===== config.mk =====
export PLATFORM = sky130hd
export DESIGN_NAME = display_register_arbiter
export DESIGN_NICKNAME = d
export VERILOG_FILES = /design/src/rtl/display_register_arbiter.sv
export SDC_FILE = /design/constraint.sdc
export NUM_CORES = 1
export LEC_CHECK = 0
export CORE_MARGIN = 2
export CORE_UTILIZATION = 35
export CTS_CLUSTER_SIZE = 12
export DETAILED_ROUTE_END_ITERATION = 12
export HOLD_SLACK_MARGIN = 0.05
export PLACE_DENSITY = 0.66
export SLEW_MARGIN = 15
export SYNTH_ARGS = -nofsm -noshare
export SYNTH_HDL_FRONTEND = slang
export SYNTH_SLANG_ARGS = --single-unit

===== constraint.sdc =====
create_clock -name clk_clk -period 6.7 [get_ports clk_clk]
set_input_delay 1.34 -clock clk_clk [delete_from_list [all_inputs] [get_ports clk_clk]]
set_output_delay 1.34 -clock clk_clk [all_outputs]
set_load 0.05 [all_outputs]

===== src/rtl/display_register_arbiter.sv =====
// ---------------------------------------------------------------------------
// display_register_arbiter
//
// Round-robin arbiter that lets four bus masters take turns owning the four
// display registers feeding the Seven_Segment_Display block. Only the current
// owner may write. A one-cycle idle bubble always separates two owners.
//
// Optional feature macro: DISPLAY_AUTOSCAN_EN
//   defined   : register_selection auto-advances every SCAN_DIV cycles while
//               auto_scan is high, otherwise follows sel_in.
//   undefined : register_selection simply follows sel_in; auto_scan ignored.
//
// Ports:
//   clk_clk            system clock
//   reset_reset_n      asynchronous active-low reset
//   req[3:0]           per-master level-held bus request
//   lock[3:0]          per-master lock, shields the owner from preemption
//   wr_en[3:0]         per-master write strobe
//   wr_addr[7:0]       per-master register index, 2 bits per master
//   wr_data            per-master write data, DATA_W bits per master
//   sel_in[1:0]        manual display selection
//   auto_scan          auto-scan enable (optional feature only)
//   grant[3:0]         registered one-hot grant
//   bus_busy           registered OR of grant
//   wr_reject          one-cycle pulse after a write from a non-owner
//   register_0..3      display registers
//   register_selection display register select
// ---------------------------------------------------------------------------
module display_register_arbiter #(
    parameter int DATA_W   = 16,
    parameter int MAX_HOLD = 8,
    parameter int SCAN_DIV = 50000000
) (
    input  logic                  clk_clk,
    input  logic                  reset_reset_n,
    input  logic [3:0]            req,
    input  logic [3:0]            lock,
    input  logic [3:0]            wr_en,
    input  logic [7:0]            wr_addr,
    input  logic [4*DATA_W-1:0]   wr_data,
    input  logic [1:0]            sel_in,
    input  logic                  auto_scan,
    output logic [3:0]            grant,
    output logic                  bus_busy,
    output logic                  wr_reject,
    output logic [DATA_W-1:0]     register_0,
    output logic [DATA_W-1:0]     register_1,
    output logic [DATA_W-1:0]     register_2,
    output logic [DATA_W-1:0]     register_3,
    output logic [1:0]            register_selection
);

    typedef enum logic {IDLE, OWNED} state_t;

    localparam logic [7:0] MaxHold = 8'(MAX_HOLD);

    state_t            state_q, state_d;
    logic [1:0]        owner_q, owner_d;
    logic [1:0]        rrPtr_q, rrPtr_d;
    logic [7:0]        holdCnt_q, holdCnt_d;
    logic [3:0]        grant_q, grant_d;
    logic              busy_q;
    logic              reject_q, reject_d;
    logic [DATA_W-1:0] regs_q [4];
    logic [1:0]        sel_q;

    logic [1:0]        pick;
    logic              pickValid;
    logic [1:0]        cand;
    logic              ownerReq;
    logic [3:0]        others;
    logic              writeEn;
    logic [1:0]        writeAddr;
    logic [DATA_W-1:0] writeData;

    // Round-robin search: first requester at or after rrPtr, wrapping mod 4.
    always_comb begin
        pick      = '0;
        pickValid = 1'b0;
        cand      = '0;
        for (int j = 0; j < 4; j++) begin
            cand = rrPtr_q + 2'(j);
            if (!pickValid && req[cand]) begin
                pick      = cand;
                pickValid = 1'b1;
            end
        end
    end

    // Ownership FSM. Release (owner drops req) wins over preemption; both
    // return to IDLE so there is always a bubble, and both advance rrPtr
    // past the old owner so it goes to the back of the queue.
    always_comb begin
        state_d   = state_q;
        owner_d   = owner_q;
        rrPtr_d   = rrPtr_q;
        holdCnt_d = holdCnt_q;
        grant_d   = grant_q;
        ownerReq  = req[owner_q];
        others    = req & ~(4'b0001 << owner_q);
        case (state_q)
            IDLE: begin
                grant_d = '0;
                if (pickValid) begin
                    state_d   = OWNED;
                    owner_d   = pick;
                    holdCnt_d = 8'd1;
                    grant_d   = 4'b0001 << pick;
                end
            end
            OWNED: begin
                if (!ownerReq ||
                    (holdCnt_q >= MaxHold && !lock[owner_q] && others != 4'b0000)) begin
                    state_d   = IDLE;
                    grant_d   = '0;
                    rrPtr_d   = owner_q + 2'd1;
                    holdCnt_d = '0;
                end else if (holdCnt_q != 8'hFF) begin
                    holdCnt_d = holdCnt_q + 8'd1;
                end
            end
            default: begin
                state_d = IDLE;
                grant_d = '0;
            end
        endcase
    end

    // Only the owner's write counts, and only while it still requests, so a
    // write on the release edge is dropped. Any strobe from a master that
    // does not hold the grant is folded into one reject pulse.
    always_comb begin
        writeEn   = (state_q == OWNED) && req[owner_q] && wr_en[owner_q];
        writeAddr = wr_addr[{owner_q, 1'b0} +: 2];
        writeData = wr_data[DATA_W*int'(owner_q) +: DATA_W];
        reject_d  = |(wr_en & ~grant_q);
    end

    // Arbiter state, grant, reject and the display registers.
    always_ff @(posedge clk_clk or negedge reset_reset_n) begin
        if (!reset_reset_n) begin
            state_q   <= IDLE;
            owner_q   <= '0;
            rrPtr_q   <= '0;
            holdCnt_q <= '0;
            grant_q   <= '0;
            busy_q    <= 1'b0;
            reject_q  <= 1'b0;
            for (int i = 0; i < 4; i++) regs_q[i] <= '0;
        end else begin
            state_q   <= state_d;
            owner_q   <= owner_d;
            rrPtr_q   <= rrPtr_d;
            holdCnt_q <= holdCnt_d;
            grant_q   <= grant_d;
            busy_q    <= |grant_d;
            reject_q  <= reject_d;
            if (writeEn) regs_q[writeAddr] <= writeData;
        end
    end

`ifdef DISPLAY_AUTOSCAN_EN
    localparam logic [31:0] ScanLast = 32'(SCAN_DIV - 1);
    logic [31:0] scanCnt_q;

    // Dwell counter: each full SCAN_DIV period steps the selection; leaving
    // auto-scan hands selection back to sel_in and restarts the dwell.
    always_ff @(posedge clk_clk or negedge reset_reset_n) begin
        if (!reset_reset_n) begin
            scanCnt_q <= '0;
            sel_q     <= '0;
        end else if (auto_scan) begin
            if (scanCnt_q == ScanLast) begin
                scanCnt_q <= '0;
                sel_q     <= sel_q + 2'd1;
            end else begin
                scanCnt_q <= scanCnt_q + 32'd1;
            end
        end else begin
            scanCnt_q <= '0;
            sel_q     <= sel_in;
        end
    end
`else
    logic unusedAutoScan;
    assign unusedAutoScan = auto_scan & (SCAN_DIV != 0);

    // Manual selection registered once.
    always_ff @(posedge clk_clk or negedge reset_reset_n) begin
        if (!reset_reset_n) sel_q <= '0;
        else                sel_q <= sel_in;
    end
`endif

    assign grant              = grant_q;
    assign bus_busy           = busy_q;
    assign wr_reject          = reject_q;
    assign register_0         = regs_q[0];
    assign register_1         = regs_q[1];
    assign register_2         = regs_q[2];
    assign register_3         = regs_q[3];
    assign register_selection = sel_q;

endmodule


==> Yosys cells after proc, flatten, opt, wreduce, memory -nomap -nowiden <==
Index checks and enable logic that the tools add are counted.
{ "classes": {"eq_ne": 3, "add_sub_neg": 5, "bitwise": 6, "n_lt_le_gt_ge": 8, "reduce_logical": 20, "n_shift": 4, "mux": 35} }
{ "ops": {"columns": ["op", "n"], "rows": [
  ["64-bit bitwise mux", 1],
  ["64-bit by 7-bit indexed part select with 16-bit output", 1],
  ["16-bit demux with 2-bit select", 1],
  ["8-bit 2-to-1 mux", 3],
  ["16-bit 2-to-1 mux", 1],
  ["8-bit one-hot mux with 2 select lines", 1],
  ["2-bit by 3-bit less-than comparator with 1-bit output, second input constant", 5],
  ["1-bit binary-select mux with 2-bit select", 7],
  ["1-bit 2-to-1 mux", 13],
  ["8-bit by 1-bit adder with 8-bit output, second input constant", 1],
  ["4-bit AND", 2],
  ["8-bit by 4-bit greater-or-equal comparator with 1-bit output, second input constant", 1],
  ["1-bit logical AND", 8],
  ["2-bit 2-to-1 mux", 4],
  ["4-bit 2-to-1 mux", 2],
  ["8-bit != test, second input constant", 1],
  ["4-bit inverter", 2],
  ["4-bit one-hot mux with 2 select lines", 1],
  ["4-bit OR reduction", 2],
  ["8-bit by 4-bit indexed part select with 2-bit output", 1],
  ["1-bit by 2-bit left shift with 4-bit output, first input constant", 2],
  ["2-bit AND reduction", 3],
  ["1-bit zero test", 5],
  ["2-bit by 1-bit adder with 2-bit output, second input constant", 2],
  ["10 further kinds", 11]
]} }
{ "totals": {"output_inout_bits": 72, "wordCells": 93, "reg_bits": 85, "in_bits": 89} }

==> Longest topological paths before layout <==
{ "logic_depth": {"word_depth": 16, "depth_mapped": 11, "mapped_depth_nobuf": 7} }

==> Least setup slack after synthesis <==
OpenSTA, ideal clock, no wires.
{ "synth_timing": {"path_kind": "input port to flip-flop", "start": "input wr_en[3]", "end": "register regs_q (netlist bit register_1[0])", "required_ns": 6.575, "setup_ns": 0.125, "cell_stages": 5, "path_buffers": 1, "arrival_time_ns": 2.845, "setup_slack_ns": 3.730, "cell_sequence": "inv_1 > mux4_2 > nor4b_4 > buf_8 > mux2_4"} }
{ "synth_via": {"elab_chain_cells": 3} }
{ "synth_lines": {"columns": ["item", "line_no", "source"], "rows": [
  ["from (decl)", "38", "input logic [3:0] wr_en,"],
  ["1-bit binary-select mux with 2-bit select", "133", "writeEn = (state_q == OWNED) && req[owner_q] && wr_en[owner_q];"],
  ["1-bit 2-to-1 mux (implied by the code)", "133", null],
  ["1-bit logical AND", "133", null],
  ["to (signal, indexed assignment)", "158", "if (writeEn) regs_q[writeAddr] <= writeData;"],
  ["to (decl)", "64", "logic [DATA_W-1:0] regs_q [4];"]
]} }
Every way passes these cells. The select of a mux whose other input is x is not followed.
A chain may end at the register's enable or synchronous reset.

==> Worst setup path after layout <==
{ "layout_timing": {"start": "input req[3]", "end": "register regs_q (netlist bit register_3[14])"} }
{ "layout_via": {"elab_chain_cells": 4} }
{ "layout_lines": {"columns": ["item", "line_no", "source"], "rows": [
  ["from (decl)", "36", "input logic [3:0] req,"],
  ["1-bit binary-select mux with 2-bit select", "133", null],
  ["1-bit 2-to-1 mux (implied by the code)", "133", null],
  ["1-bit logical AND (2 in a row)", "133", null]
]} }
Every way passes these cells. The select of a mux whose other input is x is not followed.

==> metrics.cfg <==
[run_status]
status = completed

[drt]
drt_first_pass_iters = 4
drc = 0
wl_per_cell_um = 18.05
via_per_inst = 5.107
via_count = 3095
ant_nets = 0
drtIter0Drc = 187
drt-total-wl_um = 10940

[placement]
post-place-ws_ps = 3176
gp_congestion = 0.8366
place_inst = 592
io_buffers = 159
dpl_cell_area_um2 = 5959
dp_hpwl_um = 8125

[floorplanning]
rows = 40
die_x_um = 114.3
fp.dieArea_um2 = 13060
coreArea_um2 = 11960
die_y_um = 114.3
initial_core_util = 0.3560
ioPinCount = 161

[clock_tree]
clk-insertion-delay-late_ps = 330
cts_setup_buffers = 0
cts_root_buf = clkbuf_16
cts_tree = yes
ctsResizeCount = 0
htreeDepth = 3
cts.sinks = 85
cts.path.max_buffers = 2
clk_pin_slew_ps = 60
holdBufCountCts = 0
cts_buffers = 9

[cells_and_area]
final_cell_mix = 158 x clkdlybuf4s50_1, 84 x dfrtp_1, 38 x mux2_2
fill_cells = 1048
final_util = 0.5236
seqCellArea_um2 = 2128
layout.nets = 551
diodes = 0
fin_cells = 606
final_cell_area_um2 = 6264
final_layout_size_suffix_gt1_frac = 0.2484
layout_commonest_cell = clkdlybuf4s50_1
multi_input_area_um2 = 1976
area_growth_pct = 47.11

[sta]
rsz0062_at_grt = no
worst_slew_pin_slew_ps = 832.7
fin_skew_ps = 5.278
fin_crit_sh = 0.4726
slew_headroom = 0.4449
hold_viol = 0
finalMaxSlewViolations = 0
setup_viol = 0
finalSetupTns_ps = 0
timing.final.ws_setup_ps = 3534
timing.hold.ws_ps = 502.4
min_period_ps = 3166
clock.fmax_mhz = 315.8

[global_route]
grt_pass1_wl_um = 17180
track_usage = 0.1734
grt_overflow = 0
antenna_found_initial = 0
grt_max_degree = 86
grt_pass1_vias = 3126

[job]
maxCapViolations = 0

[logic_synthesis]
synthFlopType = dfrtp_1
synth_cell_types = 43
syn-cell-area_um2 = 4258
synth_seq_cells = 85
synth-async-reset-ratio = 1.000
synth_nets = 389
yosysWarnings = 0
syn_inst = 294
synth_area_per_cell_um2 = 14.48
synth_enable_flop_cells = 0
ys_seq_area_frac = 0.4996

[critical_path]
critical_path_required_ps = 6910
critPathArrivalTime_ps = 3380
critical_path_class = in2reg
cp-start-kind = primary input
end_kind = flop
cp_max_fo = 16

[power_and_ir_drop]
irDropWorstVdd_uv = 270.5
p_int_mw = 1.872
power_frac_comb = 0.582
leakagePower_nw = 2.634
clock_power_share = 0.146
switchingPower_mw = 1.538
finalPower_mw = 3.410
powerDensity_nw_per_um2 = 544.5
switching_share = 0.4511
p_seq_frac = 0.272

[min_path]
hp-class = reg2reg

cell type report:
cell class | count | area share
clock buffers | 13 | 0.04315
flip-flops and latches | 85 | 0.3398
repair buffers | 163 | 0.2591
well taps | 147 | 0.02936
inverters | 14 | 0.008390
multi-input cells | 183 | 0.3154
clock inverters | 1 | 0.004794
worst max-delay path: stages:
cell             delay [ps]
clkdlybuf4s50_1         500
mux2_2                  350
a22oi_4                 310
nor3b_2                 110
nand2_2                 370
mux2_2                  390
routing by layer:
layer  track usage  part of all wire  vias up
li1              -                 -     1414
met2        0.2937              0.49      109
met5             0                 0        -
met1        0.2162              0.44     1566
met3       0.04606             0.060        6
met4       0.05691             0.011        0
Yosys cell counts (2+ instances only):
cell type | n | area [µm²]
nand2_1 | 9 | 33.78
nor2b_1 | 2 | 12.51
nand3_1 | 2 | 10.01
a22o_1 | 2 | 17.52
or3_1 | 4 | 25.02
o21ai_0 | 16 | 80.08
mux2_4 | 30 | 450.4
buf_2 | 3 | 15.01
nor3_1 | 2 | 10.01
a31oi_1 | 3 | 18.77
or2_2 | 2 | 12.51
buf_6 | 5 | 56.30
mux2_2 | 38 | 427.9
nand4_1 | 4 | 25.02
dfrtp_1 | 85 | 2127
o22ai_1 | 2 | 12.51
ha_1 | 6 | 75.07
mux2i_1 | 4 | 40.04
o31ai_1 | 2 | 15.01
inv_1 | 14 | 52.55
a221oi_1 | 2 | 17.52
mux4_2 | 19 | 427.9
nor2_1 | 5 | 18.77
nand2b_1 | 7 | 43.79
and2_1 | 2 | 12.51
a21oi_1 | 7 | 35.03
power groups by stage:
stage	registers (mW)	logic, mW	clock network (mW)
finish	0.929	1.98	0.498
global route	0.969	2.08	0.530
CTS	0.933	2.00	0.513
detailed placement	0.940	2.00	0
global placement	0.931	1.97	0
floorplan	1.60	0.683	0
worst paths after layout:
path / startpoint / to / slack, ps / cells past startpoint
setup reg to reg: owner_q[0] / holdCnt_q[4] / 3890 / 6
hold / removal: register_3[4] / register_3[4] / 500 / 1
min in group asynchronous: reset_reset_n / register_0[8] / 1040 / 1
setup / recovery: req[3] / register_3[14] / 3530 / 6
hold reg to reg: register_3[4] / register_3[4] / 500 / 1
max in group asynchronous: reset_reset_n / owner_q[0] / 5080 / 1
logic make-up after synthesis:
logic type	Yosys count	synth area share
mux	91	0.3162
flops	85	0.4996
simple gates	47	0.06964
compound gates	39	0.06054
buf+inv	26	0.03643
fa+ha+maj	6	0.01763
flip-flops by register name, indices dropped and copies added, names as in the netlist:
signal              flops
register_0             16
register_1             16
register_2             16
register_3             16
holdCnt_q               8
grant                   4
owner_q                 2
register_selection      2
rrPtr_q                 2
bus_busy                1
state_q                 1
wr_reject               1
Note: power is estimated with default switching activity, not from simulation.
